==> src/rtl/adder_share_arb.sv <==
// Two-requester round-robin arbiter sharing one 32-bit adder with 1-cycle result registers.
// Optional op counter enabled by defining ADDER_SHARE_ARB_STATS_EN.
module adder32 (
  input  logic [31:0] a,
  input  logic [31:0] b,
  input  logic        cin,
  output logic [31:0] s,
  output logic        c32
);
  assign {c32, s} = {1'b0, a} + {1'b0, b} + {32'b0, cin};
endmodule

module adder_share_arb #(
  parameter int CNT_W = 16
) (
  input  logic             clk,
  input  logic             rst,
  input  logic             req0_valid,
  output logic             req0_ready,
  input  logic [31:0]      req0_a,
  input  logic [31:0]      req0_b,
  input  logic             req0_cin,
  output logic             resp0_valid,
  input  logic             resp0_ready,
  output logic [31:0]      resp0_sum,
  output logic             resp0_c32,
  input  logic             req1_valid,
  output logic             req1_ready,
  input  logic [31:0]      req1_a,
  input  logic [31:0]      req1_b,
  input  logic             req1_cin,
  output logic             resp1_valid,
  input  logic             resp1_ready,
  output logic [31:0]      resp1_sum,
  output logic             resp1_c32,
  output logic [CNT_W-1:0] op_count
);

  logic        prio;
  logic        elig0, elig1;
  logic        grant0, grant1;
  logic [31:0] add_a, add_b;
  logic        add_cin;
  logic [31:0] add_s;
  logic        add_c32;

  // A slot may be refilled in the same cycle its result is drained
  assign elig0 = req0_valid & (~resp0_valid | resp0_ready);
  assign elig1 = req1_valid & (~resp1_valid | resp1_ready);

  assign grant0 = ~rst & elig0 & (~elig1 | ~prio);
  assign grant1 = ~rst & elig1 & (~elig0 | prio);

  assign req0_ready = grant0;
  assign req1_ready = grant1;

  assign add_a   = grant1 ? req1_a   : req0_a;
  assign add_b   = grant1 ? req1_b   : req0_b;
  assign add_cin = grant1 ? req1_cin : req0_cin;

  adder32 u_adder (
    .a   (add_a),
    .b   (add_b),
    .cin (add_cin),
    .s   (add_s),
    .c32 (add_c32)
  );

  always_ff @(posedge clk) begin
    if (rst) begin
      prio <= 1'b0;
    end else if (grant0) begin
      prio <= 1'b1;
    end else if (grant1) begin
      prio <= 1'b0;
    end
  end

  always_ff @(posedge clk) begin
    if (rst) begin
      resp0_valid <= 1'b0;
      resp0_sum   <= '0;
      resp0_c32   <= 1'b0;
    end else if (grant0) begin
      resp0_valid <= 1'b1;
      resp0_sum   <= add_s;
      resp0_c32   <= add_c32;
    end else if (resp0_ready) begin
      resp0_valid <= 1'b0;
    end
  end

  always_ff @(posedge clk) begin
    if (rst) begin
      resp1_valid <= 1'b0;
      resp1_sum   <= '0;
      resp1_c32   <= 1'b0;
    end else if (grant1) begin
      resp1_valid <= 1'b1;
      resp1_sum   <= add_s;
      resp1_c32   <= add_c32;
    end else if (resp1_ready) begin
      resp1_valid <= 1'b0;
    end
  end

`ifdef ADDER_SHARE_ARB_STATS_EN
  logic [CNT_W-1:0] cnt;

  always_ff @(posedge clk) begin
    if (rst) begin
      cnt <= '0;
    end else if (grant0 | grant1) begin
      cnt <= cnt + {{(CNT_W-1){1'b0}}, 1'b1};
    end
  end

  assign op_count = cnt;
`else
  assign op_count = '0;
`endif

endmodule

==> config.mk <==
export PLATFORM = sky130hd
export DESIGN_NAME = adder_share_arb
export DESIGN_NICKNAME = d
export VERILOG_FILES = /design/src/rtl/adder_share_arb.sv
export SDC_FILE = /design/constraint.sdc
export NUM_CORES = 1
export LEC_CHECK = 0
export CAP_MARGIN = 5
export CORE_UTILIZATION = 40
export CTS_BUF_LIST = sky130_fd_sc_hd__clkbuf_2 sky130_fd_sc_hd__clkbuf_4 sky130_fd_sc_hd__clkbuf_8
export CTS_CLUSTER_DIAMETER = 200
export DETAILED_ROUTE_END_ITERATION = 7
export PLACE_DENSITY = 0.75
export SETUP_SLACK_MARGIN = 0.4
export SLEW_MARGIN = 30
export SYNTH_ARGS = -nofsm -noshare
export SYNTH_HDL_FRONTEND = slang
export SYNTH_HIERARCHICAL = 1
export SYNTH_SLANG_ARGS = --single-unit
export TNS_END_PERCENT = 30
==> constraint.sdc <==
create_clock -name clk -period 12 [get_ports clk]
set_input_delay 1.2 -clock clk [delete_from_list [all_inputs] [get_ports clk]]
set_output_delay 1.2 -clock clk [all_outputs]
set_load 0.005 [all_outputs]
==> key figures <==
Synthesis
  – Share of the synthesized area in the top cell type: 25.58%
  – Avg Inst Size Synth: between 9 and 10 um^2
  – Synth Flop Type: dfxtp_1
  – Number of synthesized flops with an enable pin: 0
  – Largest area contributor in the netlist: dfxtp_1
  – Cells after Synth: between 500 and 600
  – Synth unique cells: 59
  – Ranking of synthesized cells by area: dfxtp_1, mux2_2, mux2_4, ha_1, nand2_1
  – Register area share after synthesis: between 20% and 30%
  – Post-Synthesis Cell Area: 5400 um^2
  – Yosys reg bits: 69
  – Synth warn: 6
  – FFs w/ async S/R, synth: 0%

Route
  – Vias: 4,906
  – Residual DRC: 0
  – Initial drt markers: 193
  – Post-route antenna net violation count: 0
  – Drt total wl: between 10 and 15 mm
  – Via density: slightly above 5
  – WL/cell: 15.21 um
  – First-pass DRT Iterations: 4

Global routing
  – Initial antenna violation count: 0
  – Via count of the first global-routing pass: between 4,000 and 5,000
  – GRT Total Usage: between 20% and 30%
  – Largest net degree at the start of global routing: 83
  – Gr ovfl total: 0
  – Global-route wire length before repair: between 20 and 25 mm

Outcome
  – Status: completed

Power
  – Pwr per Cell Area: 115.6 nW/um^2
  – P_leak: 3.066 nW
  – VDD IR max: around 0.050 mV

Flow run
  – Max-capacitance violation count: 0

Timing
  – Final Skew: roughly 0.0085 ns
  – Headroom to the max-slew limit: between 40% and 50%
  – Fmax: 171.0 MHz
  – Worst slew pin tran: a little over 0.8 ns
  – Final setup fails: 0
  – Final hold violation count: 0
  – Worst setup slack after layout: 6.153 ns
  – Final period utilization: about 49%
  – Tmin final: a little under 6 ns
  – Fin. max-slew vios: 0
  – Unrepaired setup endpoints after global routing: false
  – Setup TNS: 0 ns

Clocking
  – CTS tree: yes
  – CTS H-tree lvls: 3
  – TritonCTS Buffers: 9
  – Post-CTS Setup Bufs: 0
  – CTS Sinks: 69
  – Worst-path clk slew: about 0.070 ns
  – CTS root buf: clkbuf_8
  – Clock Path Buffers: 2
  – Later-pin clock latency in the skew report: between 0.3 and 0.4 ns
  – Post-CTS sizing: 0
  – Hold Buf Count CTS: 0

Cells and area
  – Layout cells sized above 1: between 10% and 20%
  – Nets: approximately 950
  – # fillers: between 1,000 and 1,500
  – Post-layout util: 57.94%
  – N_diodes: 0
  – Syn-to-layout area delta: 41.52%

Floorplanning
  – Starting density of the core: around two fifths
  – Rows: 42
  – Die X: ~120 um
  – Die H: between 100 and 150 um
  – IO Pins: approximately 220
  – Die area: 13,970 um^2
  – Core Box Area: 13,190 um^2

Critical path
  – Kind of end point of the critical path: flip-flop
  – Crit path launch type: input pin
  – Critical Path Fanout Max: 37
  – Setup CP Type: input pin to flip-flop
  – Critical path arrival: 6.07 ns
  – Critical Path RT: 12.22 ns

Place
  – Worst setup slack after placement: ~5.4 ns
  – Gpl congestion: 0.8433
  – Placed wire-length estimate: roughly 11 mm
  – # port buffers: slightly above 200

Hold path
  – Worst hold path class: flip-flop to flip-flop
[per-layer routing]
layer / GRT usage [%] / wire, um / vias to the layer above / part of all wire [%]
met3: 2.317 / 816 / 18 / 5.6
met4: 6.571 / 228 / 0 / 1.6
met2: 36.91 / 7198 / 175 / 49
met1: 26.18 / 6372 / 2264 / 44
met5: 0 / 0 / - / 0
li1: - / - / 2449 / -
[cells in the mapped netlist, types with 2 or more instances]
master    number
buf_6          8
nand2b_1       4
o21ai_1        3
nand4_1        5
o21ai_0       41
xnor2_1       15
buf_4         17
a211oi_1       3
mux2_4        40
xor2_1        15
o21a_1         3
dfxtp_1       69
fa_1           2
clkbuf_1      16
nand3_1        6
a311oi_1       3
nand2_1       83
a21o_1        18
nor2_1        13
nor2b_1       36
inv_2          2
a21oi_1       37
ha_1          31
and3_1         3
inv_1          6
o211ai_1       6
o31a_1         2
nor3_1         4
a31oi_1        4
o21bai_1       6
o31ai_1        3
buf_2         11
mux2_2        57
[final cells by class]
type	count	area (um^2)	share of cell area (%)
timing repair buffer	208	2090	27.34
multi-input combinational	483	3715	48.61
tap	176	220.2	2.881
inverter	9	36.28	0.4748
clock buffer	12	152.6	1.997
sequential	69	1381	18.07
clock inverter	4	47.55	0.6221
[worst paths after layout]
path                 startpoint             to  slack, ns  cells after the start
hold reg to reg   resp1_sum[14]  resp1_sum[14]       0.46                      2
hold / removal    resp1_sum[14]  resp1_sum[14]       0.46                      2
setup reg to reg    resp0_valid  resp0_sum[30]       7.29                     13
setup / recovery            rst  resp0_sum[30]       6.15                     14
[registers in the layout (all words and copies together), names as in the netlist]
register / cells
prio: 1
resp1_c32: 1
resp0_c32: 1
resp1_valid: 1
resp0_valid: 1
resp1_sum: 32
resp0_sum: 32
[layout by cell type (no fill, tap or decap), types with 5 or more instances in the layout]
master,synthesis,layout
conb_1,1,16
a21oi_1,37,37
a21o_1,18,18
o211ai_1,6,6
xnor2_1,15,15
xor2_1,15,15
inv_1,6,6
o21bai_1,6,6
nand3_1,6,6
ha_1,31,31
dfxtp_1,69,69
nand4_1,5,5
mux2_2,57,57
clkbuf_8,0,10
nor2_1,13,13
o21ai_0,41,41
nor2b_1,36,36
nand2_1,83,83
clkdlybuf4s50_1,0,204
mux2_4,40,40
[logic make-up after synthesis]
family / count (synthesis) / synth area share [%]
AO/OA/AOI/OAI: 139 / 15.85
XOR/XNOR: 30 / 4.866
adder cells (fa/ha/maj): 33 / 7.924
buffers and inverters: 61 / 6.835
flip-flops: 69 / 25.58
multiplexers: 99 / 23.40
other: 1 / 0.06944
AND/OR/NAND/NOR: 166 / 15.48
[critical path, stage by stage]
cell and delay, ns:
buf_2 0.37, inv_4 0.43, o2111a_4 0.52, mux2_2 0.41
fa_1 0.48, fa_1 0.42, a21o_1 0.22, a221oi_1 0.59
o21a_1 0.23, a21oi_1 0.13, a21oi_1 0.38, o221ai_1 0.18
xor2_1 0.18, mux2_1 0.30
[report_power, final]
group | internal (W) | leakage, nW | switching, W
clock network | 0.000106 | 0.103 | 0.0000844
logic | 0.000225 | 2.39 | 0.000178
registers | 0.000267 | 0.568 | 0.0000228
[stage by stage]
stage / power (W) / hold WS, ns / std cells / cell area (um^2)
after floorplan: 0.0005255 / 0.4525 / 613 / 5456
after global placement: 0.0006888 / 0.4467 / 944 / 7415
after detailed placement: 0.0006955 / 0.4540 / 944 / 7415
after CTS: 0.0008877 / 0.4664 / 960 / 7615
after global routing: 0.0009365 / 0.4832 / 961 / 7642
final: 0.0008835 / 0.4618 / 961 / 7642
Note: power is estimated with default switching activity, not from simulation.
